### src/rtl/bit_serial_add_sub_ctrl.sv
// Bit-serial add/subtract sequencer: one full-adder cell is stepped LSB first over WIDTH cycles.
// A start/done handshake wraps each operation; the result and flags hold until the next completion.
module bit_serial_add_sub_ctrl #(
  parameter int WIDTH = 16
) (
  input  logic             clk,
  input  logic             rst_n,
  input  logic             start,
  input  logic             op_sub,
  input  logic [WIDTH-1:0] a,
  input  logic [WIDTH-1:0] b,
  output logic             busy,
  output logic             done,
  output logic [WIDTH-1:0] result,
  output logic             c_out,
  output logic             overflow,
  output logic             zero
);

  localparam int CW = $clog2(WIDTH);

  typedef enum logic [1:0] {IDLE, RUN, DONE} state_t;

  state_t           state, state_nxt;
  logic [WIDTH-1:0] sh_a, sh_b;
  logic [WIDTH-2:0] sh_r;
  logic             carry;
  logic [CW-1:0]    cnt;

  logic             fa_s, fa_c, c_msb, last_bit;
  logic [WIDTH-1:0] r_next;

  // The single full-adder cell, written out at gate level.
  assign fa_s     = sh_a[0] ^ sh_b[0] ^ carry;
  assign fa_c     = (sh_a[0] & sh_b[0]) | (carry & (sh_a[0] ^ sh_b[0]));
  assign c_msb    = carry;
  assign r_next   = {fa_s, sh_r};
  assign last_bit = (cnt == CW'(WIDTH - 1));

  assign busy = (state == RUN);
  assign done = (state == DONE);

  always_ff @(posedge clk or negedge rst_n) begin
    if (!rst_n) state <= IDLE;
    else        state <= state_nxt;
  end

  always_comb begin
    state_nxt = state;
    case (state)
      IDLE:    if (start) state_nxt = RUN;
      RUN:     if (last_bit) state_nxt = DONE;
      DONE:    state_nxt = IDLE;
      default: state_nxt = IDLE;
    endcase
  end

  always_ff @(posedge clk or negedge rst_n) begin
    if (!rst_n) begin
      sh_a     <= '0;
      sh_b     <= '0;
      sh_r     <= '0;
      carry    <= 1'b0;
      cnt      <= '0;
      result   <= '0;
      c_out    <= 1'b0;
      overflow <= 1'b0;
      zero     <= 1'b0;
    end else begin
      case (state)
        IDLE: begin
          if (start) begin
            // Subtraction is a + ~b + 1, with the +1 entering as the initial carry.
            sh_a  <= a;
            sh_b  <= op_sub ? ~b : b;
            carry <= op_sub;
            cnt   <= '0;
          end
        end
        RUN: begin
          sh_a  <= {1'b0, sh_a[WIDTH-1:1]};
          sh_b  <= {1'b0, sh_b[WIDTH-1:1]};
          sh_r  <= r_next[WIDTH-1:1];
          carry <= fa_c;
          if (last_bit) begin
            cnt      <= '0;
            result   <= r_next;
            c_out    <= fa_c;
            overflow <= c_msb ^ fa_c;
            zero     <= (r_next == '0);
          end else begin
            cnt <= cnt + CW'(1);
          end
        end
        default: ;
      endcase
    end
  end

endmodule

### config.mk
export PLATFORM = sky130hd
export DESIGN_NAME = bit_serial_add_sub_ctrl
export DESIGN_NICKNAME = d
export VERILOG_FILES = /design/src/rtl/bit_serial_add_sub_ctrl.sv
export SDC_FILE = /design/constraint.sdc
export NUM_CORES = 1
export LEC_CHECK = 0
export CAP_MARGIN = 5
export CORE_ASPECT_RATIO = 1.1
export CORE_UTILIZATION = 53
export CTS_CLUSTER_DIAMETER = 120
export DETAILED_ROUTE_END_ITERATION = 10
export GPL_TIMING_DRIVEN = 0
export MAX_ROUTING_LAYER = met4
export PLACE_DENSITY = 0.9
export SLEW_MARGIN = 40
export SYNTH_ARGS = -nofsm -noshare
export SYNTH_HDL_FRONTEND = slang
export SYNTH_SLANG_ARGS = --single-unit
### constraint.sdc
create_clock -name clk -period 1.89 [get_ports clk]
set_input_delay 0.189 -clock clk [delete_from_list [all_inputs] [get_ports clk]]
set_output_delay 0.189 -clock clk [all_outputs]
set_load 0.02 [all_outputs]
==> results_dict.tcl <==
set metrics [dict create \
    worst_setup_path_end_kind "output pin" \
    antenna_cells 0 \
    vias_per_cell 5.521 \
    dieWidth_um 79.09 \
    yosysWarnings 0 \
    grt_antenna_before_repair 0 \
    worstSetupPathType "reg2out" \
    hold_slack_ns 0.2496 \
    dr.pass1.iters 4 \
    drc 0 \
    synth-edff-count 0 \
    critPathBufInv 4 \
    maxCapViolCount 0 \
    slew_viol_final 0 \
    hpwl_um 5154 \
    wl_per_cell_um 15.48 \
    totalWireLength_um 7336 \
    start_kind "flip-flop" \
    clockRootBuffer "clkbuf_8" \
    period_needed_ns 1.701 \
    num_rows 30 \
    drtIter0Drc 135 \
    setup_violations 0 \
    layout_setup_ws_ns 0.1892 \
    crit_family "buffers and inverters" \
    initial_core_util_pct 55.60 \
    p_leak_nw 1.935 \
    clk_path_buf_depth 2 \
    final_core_util_pct 70.08 \
    clk_pin_slew_worst_paths_ns 0.07 \
    pre_cts_ws_ns 0.01737 \
    postCtsSetupBuffers 0 \
    powerDensity_mw_per_mm2 1560 \
    final_antenna_net_count 0 \
    drive_above_1_share_pct 13.45 \
    crit_path_top_delay_cell "dfrtp_1" \
    fin_tns_setup_ns 0 \
    synth_flop_cell "dfrtp_1" \
    area_delta_synth_final_pct 26.04 \
    netlist_area_mm2 0.003465 \
    track_usage_pct 25.49 \
    fmax_mhz 588.0 \
    reg2reg_slack_ns 0.20 \
    path_cells "nand2b_1 > buf_6 > inv_4 > buf_2 > clkbuf_2" \
    synth_common_cells "dfrtp_1 (73), nand2_1 (54), a21oi_1 (33)" \
    slew_headroom_pct 67.51 \
    cts_num_sinks 73 \
    synth_top_area_share_pct 52.73 \
    fill_cells 469 \
    syn_area_per_cell_um2 10.69 \
    multi_input_area_mm2 0.001490 \
    nets 428 \
    vias 2617 \
    yosysMostFrequentCell "dfrtp_1" \
    ys_ff_latch 73 \
    cts_tree "done" \
    ios 57 \
    placement.io_buffers 54 \
    worstSkewPairLatency_ns 0.36 \
    hold_viol 0 \
    critPathMaxStageDelay_ns 0.38 \
    crit_required_ns 1.70 \
    placed_cell_area_mm2 0.004134 \
    status "finished, final reports clean" \
    grt_pass1_wl_um 12760 \
    fin_worst_skew_ns 0.007426 \
    place.gp.congestion 0.8113 \
    grt_max_degree 50 \
    synth_seq_area_share_pct 52.73 \
    cp.arrival_ns 1.51 \
    worstMarginPinSlew_ns 0.4873 \
    synth_area_leaders "dfrtp_1 (53%), mux2_4 (7.4%), nand2_1 (5.9%)" \
    ir_worst_vdd_mv 0.7549 \
    synth_fp_nets 362 \
    regArea_mm2 0.001827 \
    ys_types 34 \
    hold_class "in2reg" \
    fin_area_mm2 0.004367 \
    grt_pass1_vias 2659 \
    grt_setup_unrepaired "no" \
    die_y_um 86.80 \
    overflow 0 \
    die-area_mm2 0.006865 \
    async_reset_ff_share_pct 100.0 \
    period_share_pct 89.99 \
    cts_max_level 3 \
    cts_buffers 9 \
    critPathMaxFanout 10 \
    core_mm2 0.006231 \
    syn_inst 324 \
    post-synth-top-area-cell "dfrtp_1" \
]
[cell families (layout without fill, tap and decap cells)]
logic type | Yosys count | in the layout | share of synthesized area (%)
buffers and inverters | 26 | 96 | 4.262
and+or+nand+nor | 100 | 100 | 14.19
AOI/OAI and AO/OA | 88 | 88 | 15.93
DFF | 73 | 73 | 52.73
muxes | 18 | 18 | 7.656
xor gates and xnor gates | 17 | 17 | 4.298
adders and majority gates | 2 | 2 | 0.9389
[stage by stage]
step / power (mW) / std cells
after floorplan: 4.488 / 324
after CTS: 6.854 / 474
after global routing: 7.283 / 474
after global placement: 5.246 / 458
final: 6.813 / 474
after detailed placement: 5.424 / 459
[per-layer routing]
metal,share of wire [%],global-route usage (%),vias to the layer above,wire [µm]
li1,-,-,1254,-
met1,42,29.56,1268,3109
met2,51,42.32,76,3711
met3,3.9,4.211,19,288
met4,3.1,13.72,0,226
met5,0,-,-,0
[layout make-up]
type / instances / share of cell area, %
timing repair buffer: 56 / 13.12
inverter: 3 / 0.3152
tap: 80 / 2.292
multi-input combinational: 225 / 34.13
clock buffer: 13 / 3.868
buffer: 22 / 3.066
clock inverter: 2 / 1.375
sequential: 73 / 41.83
[worst register-to-register path, delay by kind of cell (launching register included)]
kind | cells | cell delay [ns]
fa+ha+maj | 1 | 0.23
buf+inv | 1 | 0.17
flops | 1 | 0.41
mux | 1 | 0.32
simple gates | 2 | 0.44
[layout by cell type, fill, tap and decap left out, types with 2 or more instances in the layout]
| cell | count |
|---|---|
| mux2_4 | 17 |
| clkbuf_8 | 12 |
| o21ai_0 | 21 |
| buf_6 | 4 |
| a22oi_1 | 15 |
| o22a_1 | 14 |
| bufinv_16 | 2 |
| clkbuf_1 | 7 |
| xnor2_1 | 15 |
| nor2_1 | 2 |
| and3b_1 | 2 |
| nand2_1 | 54 |
| clkdlybuf4s50_1 | 51 |
| buf_4 | 5 |
| clkbuf_2 | 2 |
| xor2_1 | 2 |
| nor2b_1 | 31 |
| a21oi_1 | 33 |
| inv_1 | 2 |
| dfrtp_1 | 73 |
| nor4_1 | 4 |
| buf_2 | 7 |
[timing repair]
item | 4_1_cts | 5_1_grt
hold buffers | 1 | 0
endpoints found under the setup margin | 2 | 1
hold endpoints to repair | 73 | 0
pin swaps | 0 | 0
resized for setup | 4 | 2
[path summary, 6_finish.rpt]
path	startpoint	end	cells past startpoint
max reg2reg	cnt[0]$_DFFE_PN0P_	c_out$_DFFE_PN0P_	5
min in group asynchronous	rst_n	result[1]$_DFFE_PN0P_	2
max	state[1]$_DFFE_PN0P_	busy	5
min	start	sh_a[0]$_DFFE_PN0P_	4
max in group asynchronous	rst_n	sh_b[1]$_DFFE_PN0P_	3
min reg2reg	sh_a[8]$_DFFE_PN0P_	sh_a[8]$_DFFE_PN0P_	2
[registers in the layout, summed over array words and instances, names as in the netlist]
| signal | cells |
|---|---|
| sh_a | 16 |
| sh_b | 16 |
| c_msb | 1 |
| state | 2 |
| sh_r | 15 |
| cnt | 4 |
| zero | 1 |
| result | 16 |
| c_out | 1 |
| overflow | 1 |
[report_power, final]
group / internal [mW] / switching (mW)
logic: 1.37 / 1.30
registers: 2.23 / 0.514
clock network: 0.845 / 0.566
total: 4.44 / 2.37
Note: power is estimated with default switching activity, not from simulation.
